<file path="src/rtl/pkt_ctrl_pkg.sv">
// ----------------------------------------------------------------------------
// pkt_ctrl_pkg
// Shared definitions for the packet queue controller:
//   - release state encoding (also exposed in the STATUS register)
//   - register window offsets and VERDICT bit positions
//   - packet descriptor layout {sop, eop}
// The descriptor fields are FIFO addresses, sized from PKT_AWIDTH - 2; the
// controller's AWIDTH parameter is expected to match PKT_AWIDTH.
// ----------------------------------------------------------------------------
package pkt_ctrl_pkg;

  localparam int PKT_AWIDTH = 10;
  localparam int FIFO_AW    = PKT_AWIDTH - 2;

  // Encoding is visible to software through STATUS[1:0].
  typedef enum logic [1:0] {
    IDLE     = 2'd0,
    WAIT_CPU = 2'd1,
    PASS     = 2'd2,
    DROP     = 2'd3
  } rel_state_t;

  // Register window offsets (addra[7:0]).
  localparam logic [7:0] REG_STATUS   = 8'h00;
  localparam logic [7:0] REG_HEAD_SOP = 8'h01;
  localparam logic [7:0] REG_HEAD_EOP = 8'h02;
  localparam logic [7:0] REG_VERDICT  = 8'h03;
  localparam logic [7:0] REG_COUNT    = 8'h04;
  localparam logic [7:0] REG_PASS_CNT = 8'h05;
  localparam logic [7:0] REG_DROP_CNT = 8'h06;

  // VERDICT write data: bit0 qualifies the write, bit1 selects drop.
  localparam int VERDICT_VALID_BIT = 0;
  localparam int VERDICT_DROP_BIT  = 1;

  typedef struct packed {
    logic [FIFO_AW-1:0] sop;
    logic [FIFO_AW-1:0] eop;
  } desc_t;

endpackage : pkt_ctrl_pkg

</file>
<file path="src/rtl/pkt_desc_fifo.sv">
// ----------------------------------------------------------------------------
// pkt_desc_fifo
// Small synchronous FIFO holding packet descriptors. First-word-fall-through:
// dout always shows the entry at the read pointer, so the head descriptor is
// visible the cycle after it is written.
//
// Ports:
//   clk, rst_n   clock, asynchronous active-low reset
//   clr          synchronous clear (pointers and count)
//   push, din    write an entry; ignored when full unless a pop happens too
//   pop          remove the head entry; ignored when empty
//   dout         head entry
//   full, empty  occupancy flags
//   count        number of stored entries (0..DEPTH)
//
// DEPTH must be a power of two (>= 2) so the pointers wrap naturally.
// ----------------------------------------------------------------------------
module pkt_desc_fifo #(
  parameter int DEPTH = 4,
  parameter int WIDTH = 16
) (
  input  logic                     clk,
  input  logic                     rst_n,
  input  logic                     clr,
  input  logic                     push,
  input  logic [WIDTH-1:0]         din,
  input  logic                     pop,
  output logic [WIDTH-1:0]         dout,
  output logic                     full,
  output logic                     empty,
  output logic [$clog2(DEPTH):0]   count
);

  localparam int PW = $clog2(DEPTH);
  localparam logic [PW:0] FULL_CNT = (PW+1)'(DEPTH);

  logic [WIDTH-1:0] mem [DEPTH];
  logic [PW-1:0]    wr_ptr;
  logic [PW-1:0]    rd_ptr;
  logic             do_push;
  logic             do_pop;

  assign full    = (count == FULL_CNT);
  assign empty   = (count == '0);
  assign do_pop  = pop & ~empty;
  // A push into a full FIFO is accepted only when the head leaves in the same
  // cycle; otherwise it is dropped rather than corrupting the oldest entry.
  assign do_push = push & (~full | do_pop);

  // NOTE: sequential state uses non-blocking assignments so every register
  // samples the pre-edge values regardless of statement order.
  always_ff @(posedge clk or negedge rst_n) begin
    if (!rst_n) begin
      wr_ptr <= '0;
      rd_ptr <= '0;
      count  <= '0;
    end else if (clr) begin
      wr_ptr <= '0;
      rd_ptr <= '0;
      count  <= '0;
    end else begin
      if (do_push) wr_ptr <= wr_ptr + 1'b1;
      if (do_pop)  rd_ptr <= rd_ptr + 1'b1;
      case ({do_push, do_pop})
        2'b10:   count <= count + 1'b1;
        2'b01:   count <= count - 1'b1;
        default: ;  // idle, or push+pop: occupancy unchanged
      endcase
    end
  end

  // NOTE: the storage array has no reset; validity is tracked by count, so
  // clearing it would only cost a reset net on every bit.
  always_ff @(posedge clk) begin
    if (do_push) mem[wr_ptr] <= din;
  end

  assign dout = mem[rd_ptr];

endmodule : pkt_desc_fifo

</file>
<file path="src/rtl/pkt_queue_ctrl.sv">
// ----------------------------------------------------------------------------
// pkt_queue_ctrl
// Multi-packet ingress controller between the packet FIFO and the core's
// memory-mapped register window. Detects SOP/EOP on the ingress control word,
// queues up to NUM_DESC descriptors {sop, eop}, and releases packets in order
// as pass or drop according to a verdict written by the core.
//
// Ports:
//   clk, reset_n        clock, asynchronous active-low reset
//   pc_en               enable; low clears all state at the next edge
//   i_ctrl              ingress control word
//   tail_addr           FIFO write pointer
//   head_addr           FIFO read pointer
//   wea, addra, dina    processor write strobe / address / data
//   douta               registered read data (1-cycle latency)
//   fifo_sel            1: FIFO drains to output, 0: core owns the FIFO
//   drop_packet         discard the packet currently draining
//   stop_tx             hold the FIFO read pointer
//   stall               back-pressure to ingress
//   desc_count          number of queued descriptors
//
// Build option: define PKT_QUEUE_CTRL_STATS_EN to add 32-bit pass/drop
// counters at offsets 0x05/0x06 (write any value to clear). Without it those
// offsets read as zero.
// ----------------------------------------------------------------------------
module pkt_queue_ctrl
  import pkt_ctrl_pkg::*;
#(
  parameter int DWIDTH     = 72,
  parameter int AWIDTH     = PKT_AWIDTH,
  parameter int CTRL_WIDTH = 8,
  parameter int NUM_DESC   = 4
) (
  input  logic                        clk,
  input  logic                        reset_n,
  input  logic                        pc_en,
  input  logic [CTRL_WIDTH-1:0]       i_ctrl,
  input  logic [AWIDTH-3:0]           tail_addr,
  input  logic [AWIDTH-3:0]           head_addr,
  input  logic                        wea,
  input  logic [AWIDTH-1:0]           addra,
  input  logic [DWIDTH-1:0]           dina,
  output logic [DWIDTH-1:0]           douta,
  output logic                        fifo_sel,
  output logic                        drop_packet,
  output logic                        stop_tx,
  output logic                        stall,
  output logic [$clog2(NUM_DESC):0]   desc_count
);

  localparam int CW = $clog2(NUM_DESC) + 1;
  localparam logic [CTRL_WIDTH-1:0] CTRL_ONES = '1;
  localparam logic [CW-1:0]         CNT_ONE   = CW'(1);
  localparam logic [CW-1:0]         CNT_LAST  = CW'(NUM_DESC - 1);

  // --------------------------------------------------------------------------
  // Ingress event detection
  // --------------------------------------------------------------------------
  logic [CTRL_WIDTH-1:0] prev_ctrl;
  logic                  open_pkt;
  logic [FIFO_AW-1:0]    open_sop;
  logic                  sop_evt;
  logic                  eop_evt;

  // SOP: rising into the all-ones control word.
  assign sop_evt = (i_ctrl == CTRL_ONES) && (prev_ctrl != CTRL_ONES);
  // EOP: first non-zero control word after payload words, packet open.
  assign eop_evt = open_pkt && (i_ctrl != '0) && (prev_ctrl == '0);

  always_ff @(posedge clk or negedge reset_n) begin
    if (!reset_n) begin
      prev_ctrl <= '0;
      open_pkt  <= 1'b0;
      open_sop  <= '0;
    end else if (!pc_en) begin
      prev_ctrl <= '0;
      open_pkt  <= 1'b0;
      open_sop  <= '0;
    end else begin
      prev_ctrl <= i_ctrl;
      // A SOP coinciding with an EOP closes the old packet (its descriptor
      // is pushed below) and immediately opens the next one.
      if (sop_evt) begin
        open_pkt <= 1'b1;
        open_sop <= tail_addr;
      end else if (eop_evt) begin
        open_pkt <= 1'b0;
      end
    end
  end

  // --------------------------------------------------------------------------
  // Descriptor queue
  // --------------------------------------------------------------------------
  desc_t push_desc;
  desc_t head;
  logic  q_full;
  logic  q_empty;
  logic  pop_req;

  assign push_desc = '{sop: open_sop, eop: tail_addr};

  pkt_desc_fifo #(
    .DEPTH (NUM_DESC),
    .WIDTH ($bits(desc_t))
  ) u_desc_fifo (
    .clk   (clk),
    .rst_n (reset_n),
    .clr   (~pc_en),
    .push  (eop_evt),
    .din   (push_desc),
    .pop   (pop_req),
    .dout  (head),
    .full  (q_full),
    .empty (q_empty),
    .count (desc_count)
  );

  // Asserts in the EOP cycle that fills the last slot, so ingress sees it
  // before the queue is actually full; releases once the registered count
  // drops.
  assign stall = q_full | ((desc_count == CNT_LAST) & eop_evt & ~pop_req);

  // --------------------------------------------------------------------------
  // Register window decode
  // --------------------------------------------------------------------------
  logic       blk_sel;
  logic [7:0] reg_off;
  logic       verdict_wr;

  assign blk_sel    = addra[AWIDTH-1];
  assign reg_off    = addra[7:0];
  assign verdict_wr = wea & blk_sel & (reg_off == REG_VERDICT)
                    & dina[VERDICT_VALID_BIT];

  // --------------------------------------------------------------------------
  // Release FSM
  // --------------------------------------------------------------------------
  rel_state_t state;
  rel_state_t state_nxt;

  always_ff @(posedge clk or negedge reset_n) begin
    if (!reset_n) begin
      state <= IDLE;
    end else if (!pc_en) begin
      state <= IDLE;
    end else begin
      state <= state_nxt;
    end
  end

  // NOTE: every output of this block gets a default before the case, so no
  // path leaves a signal unassigned and no latch is inferred.
  always_comb begin
    state_nxt   = state;
    fifo_sel    = 1'b1;
    drop_packet = 1'b0;
    stop_tx     = 1'b0;
    pop_req     = 1'b0;

    case (state)
      IDLE: begin
        // Hold the reader at the start of a packet still being written.
        stop_tx = open_pkt && (head_addr == open_sop);
        // Enter WAIT_CPU on the same edge that makes the descriptor visible.
        if (eop_evt || !q_empty) state_nxt = WAIT_CPU;
      end

      WAIT_CPU: begin
        fifo_sel = 1'b0;
        stop_tx  = (head_addr == head.sop);
        if (verdict_wr) begin
          state_nxt = dina[VERDICT_DROP_BIT] ? DROP : PASS;
        end
      end

      PASS, DROP: begin
        drop_packet = (state == DROP);
        // Equality on the wrapped pointer handles packets crossing the end
        // of the FIFO address space.
        if (head_addr == head.eop) begin
          pop_req = 1'b1;
          // Entries remaining after this pop, including one pushed now.
          state_nxt = ((desc_count > CNT_ONE) || eop_evt) ? WAIT_CPU : IDLE;
        end
      end

      default: state_nxt = IDLE;
    endcase
  end

  // --------------------------------------------------------------------------
  // Optional statistics
  // --------------------------------------------------------------------------
`ifdef PKT_QUEUE_CTRL_STATS_EN
  logic [31:0] pass_cnt;
  logic [31:0] drop_cnt;

  always_ff @(posedge clk or negedge reset_n) begin
    if (!reset_n) begin
      pass_cnt <= '0;
      drop_cnt <= '0;
    end else if (!pc_en) begin
      pass_cnt <= '0;
      drop_cnt <= '0;
    end else begin
      // A software clear wins over a same-cycle increment.
      if (wea && blk_sel && (reg_off == REG_PASS_CNT)) begin
        pass_cnt <= '0;
      end else if (pop_req && (state == PASS)) begin
        pass_cnt <= pass_cnt + 32'd1;
      end

      if (wea && blk_sel && (reg_off == REG_DROP_CNT)) begin
        drop_cnt <= '0;
      end else if (pop_req && (state == DROP)) begin
        drop_cnt <= drop_cnt + 32'd1;
      end
    end
  end
`endif

  // --------------------------------------------------------------------------
  // Read path
  // --------------------------------------------------------------------------
  logic [DWIDTH-1:0] rdata;

  always_comb begin
    rdata = '0;
    if (blk_sel) begin
      case (reg_off)
        REG_STATUS:   rdata[4:0]         = {q_full, q_empty, open_pkt, state};
        REG_HEAD_SOP: rdata[FIFO_AW-1:0] = head.sop;
        REG_HEAD_EOP: rdata[FIFO_AW-1:0] = head.eop;
        REG_COUNT:    rdata[CW-1:0]      = desc_count;
`ifdef PKT_QUEUE_CTRL_STATS_EN
        REG_PASS_CNT: rdata[31:0]        = pass_cnt;
        REG_DROP_CNT: rdata[31:0]        = drop_cnt;
`endif
        default:      rdata              = '0;
      endcase
    end
  end

  always_ff @(posedge clk or negedge reset_n) begin
    if (!reset_n) begin
      douta <= '0;
    end else if (!pc_en) begin
      douta <= '0;
    end else begin
      douta <= rdata;
    end
  end

  // Write data above the verdict bits and address bits between the offset
  // field and the block select carry no meaning for this block.
  logic unused_bits;
  assign unused_bits = ^{dina[DWIDTH-1:2], addra[AWIDTH-2:8]};

endmodule : pkt_queue_ctrl

</file>
<file path="config.mk">
export PLATFORM = sky130hd
export DESIGN_NAME = pkt_queue_ctrl
export DESIGN_NICKNAME = d
export VERILOG_FILES = /design/src/rtl/pkt_ctrl_pkg.sv /design/src/rtl/pkt_desc_fifo.sv /design/src/rtl/pkt_queue_ctrl.sv
export SDC_FILE = /design/constraint.sdc
export NUM_CORES = 1
export LEC_CHECK = 0
export ABC_CLOCK_PERIOD_IN_PS = 2650
export CORE_UTILIZATION = 40
export CTS_BUF_LIST = sky130_fd_sc_hd__clkbuf_8 sky130_fd_sc_hd__clkbuf_16
export CTS_CLUSTER_DIAMETER = 100
export CTS_CLUSTER_SIZE = 30
export DETAILED_ROUTE_END_ITERATION = 10
export PLACE_DENSITY = 0.87
export SETUP_SLACK_MARGIN = 0.2
export SLEW_MARGIN = 20
export SYNTH_ARGS = -nofsm -noshare
export SYNTH_HDL_FRONTEND = slang
export SYNTH_SLANG_ARGS = --single-unit
</file>
<file path="constraint.sdc">
create_clock -name clk -period 2.65 [get_ports clk]
set_input_delay 0.53 -clock clk [delete_from_list [all_inputs] [get_ports clk]]
set_output_delay 0.53 -clock clk [all_outputs]
set_load 0.05 [all_outputs]
</file>
# Word level (Yosys, flattened, before mapping)
# Memory sizes are Yosys's and may differ from the RTL's.
# Index checks and enable logic that the tools add are counted.
word_totals:
  input_bits: 110
  output_inout_bits: 79
  mem_count: 1
  ramBits: 64
  wordCells: 95
  reg_bits: 98
memory_table:
  columns: ["memory", "words", "width", "rd", "rd_ports_with_merged_regs", "wr", "line_no", "source"]
  rows:
  - ["u_desc_fifo.mem", 4, 16, 1, 0, 1, "pkt_desc_fifo.sv:37", "logic [WIDTH-1:0] mem [DEPTH];"]
classes:
  n_addsub: 4
  reduce_logical: 14
  magnitude_cmp: 1
  mux: 31
  n_bitwise: 12
  n_eq_ne: 24
op_table:
  columns: ["operator", "n"]
  rows:
  - ["2-to-1 mux 72 bit", 1]
  - ["2-to-1 mux 8 bit", 4]
  - ["equality test 8 bit", 3]
  - ["equality test 8 x 2 -> 1 bit, second input constant", 2]
  - ["zero test 8 bit", 2]
  - ["2-to-1 mux 2 bit", 8]
  - ["case mux 2 bit (3 select lines)", 2]
  - ["case mux 3 bit (2 select lines)", 2]
  - ["case mux 3 bit (4 select lines)", 1]
  - ["2-to-1 mux 1 bit", 11]
  - ["inequality test 3 bit, second input constant", 3]
  - ["equality test 8 x 1 -> 1 bit, second input constant", 1]
  - ["equality test 8 x 3 -> 1 bit, second input constant", 1]
  - ["equality test 8 bit, second input constant", 1]
  - ["inequality test 8 bit, second input constant", 1]
  - ["nonzero test 8 bit", 1]
  - ["AND 1 bit", 7]
  - ["equality test 2 bit, second input constant", 3]
  - ["inequality test 2 x 1 -> 1 bit, second input constant", 3]
  - ["inequality test 3 x 1 -> 1 bit, second input constant", 2]
  - ["adder 2 x 1 -> 2 bit, second input constant", 2]
  - ["equality test 2 x 1 -> 1 bit, second input constant", 2]
  - ["logical AND 1 bit", 4]
  - ["adder 3 x 1 -> 3 bit, second input constant", 1]
  - ["other kinds (14)", 18]

# Longest topological paths before layout
# An unclocked memory read counts as a cell.
logic_depth:
  ltp_word: 10
  depth_mapped: 8
  mapped_depth_nobuf: 7

# By module
# Synthesis repeated with hierarchy kept, for this count alone.
unflattened:
  hier_cells: 374
  hier_area_um2: 4958.5
modules_own_cells:
  columns: ["mod", "cells_per_inst", "area_per_inst_um2", "n_inst", "seq_area_each_um2"]
  rows:
  - ["pkt_desc_fifo", 148, 2905.3, 1, 2097.0]
  - ["pkt_queue_ctrl", 226, 2053.2, 1, 675.6]

# Worst setup path after synthesis
# No wires, ideal clock.
synth_path:
  kind: "flip-flop to output port"
  startpoint: "register u_desc_fifo.rd_ptr[0]"
  endpoint: "output port stop_tx"
  t_required_ns: 2.120
  setup_slack_ns: -0.896
  arrival_time_ns: 3.016
  n_path_buf: 2
  path_stages_with_launch: 8
  cell_sequence: "dfrtp_1 buf_6 buf_2 mux4_2 xor2_1 nor4_1 nand4_1 o31ai_1"
synth_via:
  elab_chain_cells: 3
synth_lines:
  columns: ["element", "line_no", "source"]
  rows:
  - ["start: declaration", "pkt_desc_fifo.sv:39", "logic [PW-1:0] rd_ptr;"]
  - ["start signal: assignment", "pkt_desc_fifo.sv:63", "if (do_pop) rd_ptr <= rd_ptr + 1'b1;"]
  - ["memory read (4 x 16 bit)", null, null]
  - ["equality test 8 bit", "pkt_queue_ctrl.sv:171", "stop_tx = (head_addr == head.sop);"]
  - ["case mux 1 bit (2 select lines)", "pkt_queue_ctrl.sv:161", "case (state)"]
  - ["end: declaration", "pkt_queue_ctrl.sv:46", "output logic stop_tx,"]
# No other way between the ends.

# Worst setup path in the final report
layout_path:
  startpoint: "register u_desc_fifo.rd_ptr[0]"
  endpoint: "output port stall"
layout_via:
  elab_chain_cells: 7
layout_lines:
  columns: ["element", "line_no", "source"]
  rows:
  - ["memory read (4 x 16 bit)", null, null]
  - ["equality test 8 bit", "pkt_queue_ctrl.sv:181", "if (head_addr == head.eop) begin"]
  - ["2-to-1 mux 1 bit", "pkt_queue_ctrl.sv:181", null]
  - ["2-to-1 mux 1 bit", "pkt_queue_ctrl.sv:161", null]
  - ["inverter 1 bit", "pkt_queue_ctrl.sv:122", "assign stall = q_full | ((desc_count == CNT_LAST) & eop_evt & ~pop_req);"]
  - ["AND 1 bit", "pkt_queue_ctrl.sv:122", null]
  - ["OR 1 bit", "pkt_queue_ctrl.sv:122", null]
  - ["end: declaration", "pkt_queue_ctrl.sv:47", "output logic stall,"]
# No other way between the ends.

==> flow_summary.ini <==
[global_routing]
grt.overflow.total = 0
grt_max_degree = 35
grt_pass1_wl_um = 18000
first_global_vias = 3281
grt_usage_pct = 19.0
antenna_found_initial = 0

[outcome]
status = complete, but fails checks
violations = setup timing

[detailed_routing]
viasPerCell = 5.12
vias = 3270
drc = 0
final_antenna_net_count = 0
dr.pass1.iters = 5
first_iter_violations = 240
post_drt_wl_per_cell_um = 18.3
drt-total-wl_um = 11700

[critical_path]
start_kind = register
worstPathCellList = buf_12 -> buf_4 -> buf_6 -> mux4_2 -> xnor2_2 -> nand4_2 -> nor3_4 -> o21ai_2 -> buf_6
critical-path-slowest-cell = mux4_2
crit_family = multiplexers
end_kind = primary output
crit_path_frequent_cell = buf_6
cp_max_fo = 7
path_buf_inv = 4
critPathKind = reg2out
cp.required_ns = 2.12
critPathArrivalTime_ns = 2.51
critical_path.max_stage_delay_ns = 0.54

[synth]
syn_area_per_cell_um2 = 13.4
synth-edff-count = 64
yosys.cell_types.count = 50
synthCells = 372
synth.top_cells.by_area = edfxtp_1, dfrtp_1, buf_4, mux4_2, mux2i_1
synth_seq_area_share_pct = 55.7
synthFlopType = edfxtp_1
ys_async_sr_fraction_pct = 34.7
netlist_area_um2 = 4980
yosys.area.top_type = edfxtp_1
ys_warn_count = 0
synth_top_cell_area_share_pct = 38.6
ys_ff_latch = 98

[timing]
timing.clock.skew_ns = 0.00902
period_minus_slack_ns = 3.04
setup_viol = 68
worst_slack_ns = -0.393
finalHoldViolations = 0
hold_ws_ns = 0.584
max-slew-margin-rel_pct = 59.0
rsz0062_at_grt = yes
max_freq_ghz = 0.329
slew_violations = 0
finalCritPeriodShare_pct = 115
tightest_slew_ns = 0.614

[floorplanning]
die_area_um2 = 12900
ios = 189
start_util_pct = 41.3
num_rows = 40
core_area_um2 = 12100
fp.dieW_um = 114
die_y_um = 114

[pwr]
p_leak_nw = 2.57
p_per_area_nw_per_um2 = 518
ir_drop_v = 0.000457

[hold_path]
hold_path.class = reg2reg

[clock_network]
cts_num_sinks = 98
clockBufferDepth = 2
numCtsBuffers = 9
cts_tree = yes
cts_root_buf = clkbuf_16
clk_latency_ns = 0.35
clkTransAtPathRegs_ns = 0.07
htree_levels = 3

[final_layout]
syn2layout_area_growth_pct = 25.7
multi_input_area_um2 = 2010
final_area_um2 = 6260
utilization_pct = 51.9
regArea_um2 = 2770
nets = 584
drive_gt1_share_pct = 21.9
n_fill_cell = 963
n_antenna_cell = 0

[place]
portBuffers = 53
place_area_um2 = 5680
gp_congestion = 0.913
hpwl_um = 7800
post-place-ws_ns = -0.152

[job]
cap_violations = 0
## per-stage QoR
| stage | setup TNS (ns) | total power [W] | cells |
|---|---|---|---|
| detailed placement | -9.13 | 0.00204 | 607 |
| global placement | -0.0886 | 0.00203 | 607 |
| CTS | -10.01 | 0.00325 | 634 |
| global route | -19.96 | 0.00335 | 639 |
| finish | -13.51 | 0.00324 | 639 |
| floorplan | -0.0902 | 0.00200 | 435 |
## layout make-up
class                   instances  share of cell area (%)
clock buffers                   9                    3.60
clock inverters                 7                   0.860
inverters                       7                   0.420
multi-input cells             256                    32.1
flip-flops and latches         98                    44.3
well taps                     168                    3.36
repair buffers                 94                    15.3
## cell usage in the layout (no fill, tap or decap), drive strengths merged, types with 4 or more instances in the layout
cell / count
mux4: 16
nor4: 6
nor3: 6
a21oi: 4
clkbuf: 9
clkdlybuf4s50: 49
conb: 64
and2: 16
xor2: 13
xnor2: 12
o21ai: 8
mux2i: 12
dfrtp: 34
nand4: 11
nor2: 22
ha: 8
buf: 44
inv: 11
edfxtp: 64
nand2: 20
## state kept, by name, summed over array words and instances, names as in the netlist
signal	cells
u_desc_fifo.mem	64
douta	8
open_sop	8
prev_ctrl	8
u_desc_fifo.count	3
state	2
u_desc_fifo.rd_ptr	2
u_desc_fifo.wr_ptr	2
open_pkt	1
## path summary, 6_finish.rpt
path / slack [ns] / to / start / cells past startpoint
worst min register to register: 0.58 / u_desc_fifo.mem[2][13]$_DFFE_PP_ / open_sop[5]$_DFFE_PN0P_ / 0
max in group asynchronous: 1.68 / u_desc_fifo.rd_ptr[1]$_DFFE_PN0P_ / reset_n / 2
worst min-delay path: 0.58 / u_desc_fifo.mem[2][13]$_DFFE_PP_ / open_sop[5]$_DFFE_PN0P_ / 0
worst max-delay path: -0.39 / stall / u_desc_fifo.rd_ptr[0]$_DFFE_PN0P_ / 9
min in group asynchronous: 0.61 / prev_ctrl[6]$_DFF_PN0_ / reset_n / 2
worst max register to register: -0.31 / u_desc_fifo.count[1]$_DFFE_PN0P_ / u_desc_fifo.rd_ptr[0]$_DFFE_PN0P_ / 12
## cells by family (layout without fill, tap and decap cells)
| logic type | count (synthesis) | count (layout) | synth area share [%] |
|---|---|---|---|
| multiplexers | 30 | 30 | 10.1 |
| flip-flops | 98 | 98 | 55.7 |
| AO/OA/AOI/OAI | 34 | 34 | 5.45 |
| adder cells (fa/ha/maj) | 8 | 8 | 2.01 |
| other | 1 | 64 | 0.0753 |
| AND/OR/NAND/NOR | 94 | 95 | 10.4 |
| buffers and inverters | 82 | 117 | 11.2 |
| XOR/XNOR | 25 | 25 | 5.00 |
## timing repair
item / CTS / global route
setup buffers: 10 / 5
hold buffers: 0 / 0
endpoints found under the hold margin: 0 / 0
resized for setup: 9 / 13
gates cloned: 1 / 0
pin swaps: 9 / 8
setup endpoints to repair: 74 / 75
## Yosys cell counts (2+ instances only)
cell type   n
a31oi_1     2
nor4_1      6
nor3_1      5
xnor2_2     4
o21a_1      2
o21ai_0     5
edfxtp_1   64
a21oi_1     4
mux2i_1    12
and3_1      3
inv_1       7
buf_4      64
xor2_1     13
a311oi_1    2
clkbuf_1    6
ha_1        8
nand2b_1    2
nand2_1    20
o21ai_1     3
nor2_1     22
a22oi_1     2
nand3_1     3
nand4_1     9
dfrtp_1    34
buf_2       3
a222oi_1    3
mux4_2     16
and2_1     15
a32oi_1     3
xnor2_1     8
mux2_2      2
and4_1      2
## report_power, final
part / switching [W] / internal [W] / total, W
clock network: 0.000580 / 0.000646 / 0.00123
logic: 0.000289 / 0.0000915 / 0.000380
registers: 0.00000605 / 0.00163 / 0.00164
## worst reg2reg max path, cell delays in order (launching register included)
cell and delay [ns]:
dfrtp_1 0.39, buf_12 0.15, buf_4 0.12, buf_6 0.10, mux4_2 0.54, xnor2_2 0.19
nand4_2 0.18, buf_6 0.16, buf_4 0.13, buf_6 0.13, o41ai_4 0.38, o21ai_1 0.15
a221oi_2 0.25
## routing by layer
metal	wire (um)	vias to the layer above	global-route usage (%)
li1	-	1430	-
met1	4570	1593	23.6
met2	5750	214	32.4
met3	998	33	3.29
met4	387	0	8.60
met5	0	-	0
No activity file was read; power rests on OpenSTA's default activity.
==> variant 1, RTL diff (same flow settings) <==
The option `PKT_QUEUE_CTRL_STATS_EN` is turned on by a define.
--- a/src/rtl/pkt_queue_ctrl.sv
+++ b/src/rtl/pkt_queue_ctrl.sv
@@ -23,6 +23,8 @@
 // counters at offsets 0x05/0x06 (write any value to clear). Without it those
 // offsets read as zero.
 // ----------------------------------------------------------------------------
+`define PKT_QUEUE_CTRL_STATS_EN
+
 module pkt_queue_ctrl
   import pkt_ctrl_pkg::*;
 #(
Function: changed (a bounded check fails within 10 cycles, from zero or initial values and one cycle with reset_n low).
==> variant 1 against the original RTL <==
- the run ends with DRC, setup timing left
- critical path depth down 1
- sequential cell count up 88
- synthesized area up 81%
- die area up 79%
- clock skew up 0.0041 ns
- routed wire length up 120%
- cell area up 93%
- sequential share of layout area down 3.2 points
- total power up 82%
- first-iteration DRC count rose to 3.4 times the old value
- worst setup slack worse by 0.27 ns
- register-to-register slack worse by 0.17 ns
==> variant 1: results (changes against the original RTL) <==
largest cells by area after synthesis=dfrtp_1 (34%), edfxtp_1 (21%), xor2_1 (4.2%); Via density=5.84 (+14%); DRC viols=18 (+18); Leakage=4.89 nW (+90%); Cell Int Power=0.00435 W (+84%); initial antenna violation count=1 (+1); Avg Inst Size Synth=11.3 sq um (-16%); final setup vio count=138 (+100%); met3 Use GR=3.82% (+0.53 points); R2R Path End=drop_cnt[27]; Area Growth Syn to Fin=34.2%; Hold/Removal Path Class=input pin to async pin; Final #Nets=1092 (+87%); initial drt markers=812 (+240%); CTS Sinks=186 (+90%); H-Tree Depth=4 (+1); status=complete, but fails checks; Async S/R FF share, synth=65.6% (+31 points); xor and xnor area share after synthesis=6.22% (+1.2 points); layout cell share with drive strength beyond 1=26.9% (+5.0 points); Worst-Skew Late Latency=0.44 ns (+0.09 ns); DP Area=10500 sq um (+84%); most common flop cell mapped by yosys=dfrtp_1; R2R cell count=13 (+1); final worst setup slack=-0.661 ns (-0.267 ns); clock skew=0.0131 ns (+0.00406 ns); port buffer count=77 (+45%); GPL Wtd Cong=0.845 (-7.5%); slew margin rel.=54.5% (-4.6 points); multiplexer share of the synthesized area=5.81% (-4.3 points); Worst Path Arrival=2.78 ns (+0.27 ns); worst vdd ir=0.000428 V (-6.4%); # Post-CTS Setup Buffers=21 (+11); CTS Buf Count=17 (+8); wire length per cell=20.4 um (+11%); Routed Wire Length=25800 um (+120%); Post-Synth Adder-Cell Area=1.39% (-0.62 points); Commonest cells post-synth=dfrtp_1 (122), nor2_1 (81), edfxtp_1 (64); part of the power in the clock network=42.7% (+4.9 points); TritonRoute pass-1 iters=10 (+5); vias in the first global route=7099 (+120%); violated checks=DRC, setup timing; largest net degree at the start of global routing=80 (+130%); CTS resizes=92 (+83); Fin Setup TNS=-49.63 ns (-36.12 ns)
==> variant 1: changes by cell type after synthesis, sizes merged, moves of 25 or more <==
cell | unedited run | this run
clkbuf | 6 | 33
or3 | 0 | 25
nor2 | 22 | 81
a22oi | 2 | 27
a21oi | 4 | 38
dfrtp | 34 | 122
o21ai | 8 | 33
nand2 | 20 | 47
nand3 | 3 | 29
xor2 | 13 | 43
==> variant 1: worst min-delay path by stage <==
| stage | from | cells past startpoint | end | slack [ns] |
|---|---|---|---|---|
| 2_1_floorplan | reset_n | 0 | douta[0] | 0.23 |
| 3_3_place_gp | reset_n | 1 | douta[29] | 0.37 |
| 3_5_place_dp | reset_n | 1 | douta[30] | 0.37 |
| 4_1_cts | reset_n | 2 | douta[30] | 0.46 |
| 5_1_grt | reset_n | 2 | douta[30] | 0.46 |
| 6_report | reset_n | 2 | douta[30] | 0.46 |
==> variant 1: worst max-delay path: stages, from the launching register on <==
cell	delay, ns
dfrtp_2	0.44
buf_8	0.17
mux4_2	0.55
xor2_1	0.18
nor4_2	0.36
nand4_1	0.21
o41ai_2	0.11
buf_4	0.19
buf_12	0.13
==> variant 1: area by class of cell <==
type                            instances  share of cell area (%)
Multi-Input combinational cell        560                    34.9
Clock buffer                           17                    3.52
Sequential cell                       186                    41.2
Clock inverter                         15                    1.26
Tap cell                              280                    2.90
Inverter                               16                   0.497
Timing Repair Buffer                  191                    15.7
==> variant 1: per-layer routing <==
| layer | wire, um | share of wire [%] |
|---|---|---|
| met1 | 9640 | 37 |
| met2 | 13300 | 51 |
| met3 | 1870 | 7.2 |
| met4 | 1000 | 3.9 |
| met5 | 14 | 0.054 |
==> variant 2, RTL diff (same flow settings) <==
Made on the original files. Register the output `desc_count`; this adds one clock of latency there. The other outputs are not delayed to match.
--- a/src/rtl/pkt_queue_ctrl.sv
+++ b/src/rtl/pkt_queue_ctrl.sv
@@ -53,6 +53,8 @@
   localparam logic [CW-1:0]         CNT_ONE   = CW'(1);
   localparam logic [CW-1:0]         CNT_LAST  = CW'(NUM_DESC - 1);
 
+  logic [$clog2(NUM_DESC):0] desc_count_d;
+
   // --------------------------------------------------------------------------
   // Ingress event detection
   // --------------------------------------------------------------------------
@@ -113,13 +115,13 @@
     .dout  (head),
     .full  (q_full),
     .empty (q_empty),
-    .count (desc_count)
+    .count (desc_count_d)
   );
 
   // Asserts in the EOP cycle that fills the last slot, so ingress sees it
   // before the queue is actually full; releases once the registered count
   // drops.
-  assign stall = q_full | ((desc_count == CNT_LAST) & eop_evt & ~pop_req);
+  assign stall = q_full | ((desc_count_d == CNT_LAST) & eop_evt & ~pop_req);
 
   // --------------------------------------------------------------------------
   // Register window decode
@@ -181,7 +183,7 @@
         if (head_addr == head.eop) begin
           pop_req = 1'b1;
           // Entries remaining after this pop, including one pushed now.
-          state_nxt = ((desc_count > CNT_ONE) || eop_evt) ? WAIT_CPU : IDLE;
+          state_nxt = ((desc_count_d > CNT_ONE) || eop_evt) ? WAIT_CPU : IDLE;
         end
       end
 
@@ -232,7 +234,7 @@
         REG_STATUS:   rdata[4:0]         = {q_full, q_empty, open_pkt, state};
         REG_HEAD_SOP: rdata[FIFO_AW-1:0] = head.sop;
         REG_HEAD_EOP: rdata[FIFO_AW-1:0] = head.eop;
-        REG_COUNT:    rdata[CW-1:0]      = desc_count;
+        REG_COUNT:    rdata[CW-1:0]      = desc_count_d;
 `ifdef PKT_QUEUE_CTRL_STATS_EN
         REG_PASS_CNT: rdata[31:0]        = pass_cnt;
         REG_DROP_CNT: rdata[31:0]        = drop_cnt;
@@ -257,5 +259,9 @@
   logic unused_bits;
   assign unused_bits = ^{dina[DWIDTH-1:2], addra[AWIDTH-2:8]};
 
+  always_ff @(posedge clk) begin
+    desc_count <= desc_count_d;
+  end
+
 endmodule : pkt_queue_ctrl
 
Function: changed (a bounded check fails within 4 cycles, from zero or initial values and one cycle with reset_n low).
==> variant 2 against the original RTL <==
- the flow still finishes with violations (setup timing)
- utilization about the same
- synthesized cell count down 0.27%
- sequential share of layout area up 1.1 points
- critical path depth up 1
- sequential cell count up 3
- cell area down 0.36%
- clock skew down 0.0024 ns
- worst setup slack worse by 0.19 ns
- routed wire length up 0.70%
- synthesized area down 0.98%
- total power up 3.5%
- largest power group unchanged
==> variant 2: results (changes against the original RTL) <==
R2R cell count=15 (+3); Tot GR Track Use=18.6% (-0.32 points); WHS Endpoint=desc_count[2]; status=complete, but fails checks; register share of total power=50.0% (-0.5 points); Sw Share=27.5% (+0.55 points); violated checks=setup timing; Slowest Stage Delay on Critical Path=0.57 ns (+0.03 ns); final setup vio count=75 (+10%); Yosys cell types=44 (-12%); Reg2Reg Setup Slack=-0.49 ns (-0.18 ns); multiplexer share of the synthesized area=9.59% (-0.51 points); met3 Use GR=4.02% (+0.72 points); first-pass GRT wire length=17700 um (-1.8%); wire length per cell=18.9 um (+3.1%); Post-Synth Adder-Cell Area=2.03% (+0.020 points); M2 GR Usage=33.0% (+0.65 points); smallest hold slack=0.472 ns (-0.112 ns); DP Area=5650 sq um (-0.53%); largest cells by area after synthesis=edfxtp_1 (39%), dfrtp_1 (17%), buf_4 (9.9%); Async S/R FF share, synth=33.7% (-1.0 points); dpl ws=-0.193 ns (-0.0410 ns); final worst setup slack=-0.580 ns (-0.187 ns); Synth Area in Compound Gates=4.97% (-0.48 points); Commonest cells post-synth=buf_4 (65), edfxtp_1 (64), dfrtp_1 (34); WL met3=875 um (-12%); Final Non-Filler Cells=624 (-2.3%); met1 GRT Util=21.2% (-2.4 points); Worst Path Arrival=2.70 ns (+0.19 ns); GPL Wtd Cong=0.845 (-7.5%); xor and xnor area share after synthesis=4.80% (-0.20 points); slew margin rel.=64.2% (+5.2 points); hold_sp=u_desc_fifo.count[2]; Via density=5.36 (+4.8%)
variant 2: cell types whose count changed in the layout (fill, tap and decap cells not counted), sizes merged, moves of 3 or more:
cell,before,now
nor2,22,14
nand2,20,17
dfxtp,0,3
and2,16,20
mux2i,12,9
nor2b,0,8
variant 2: layout make-up:
cell class / instances / area, sq um
clock buffer: 9 / 225
clock inverter: 7 / 80.1
fill: 932 / 5780
inverter: 7 / 26.3
multi-input combinational: 255 / 1940
sequential: 101 / 2830
tap: 147 / 184
timing repair buffer: 98 / 948
variant 2: critical path, delay by kind of cell, from the launching register on:
kind                      cells  cell delay, ns
buffers and inverters         5            0.72
muxes                         1            0.57
DFF                           1            0.41
and+or+nand+nor               2            0.39
xor gates and xnor gates      1            0.20
AOI/OAI and AO/OA             1            0.05
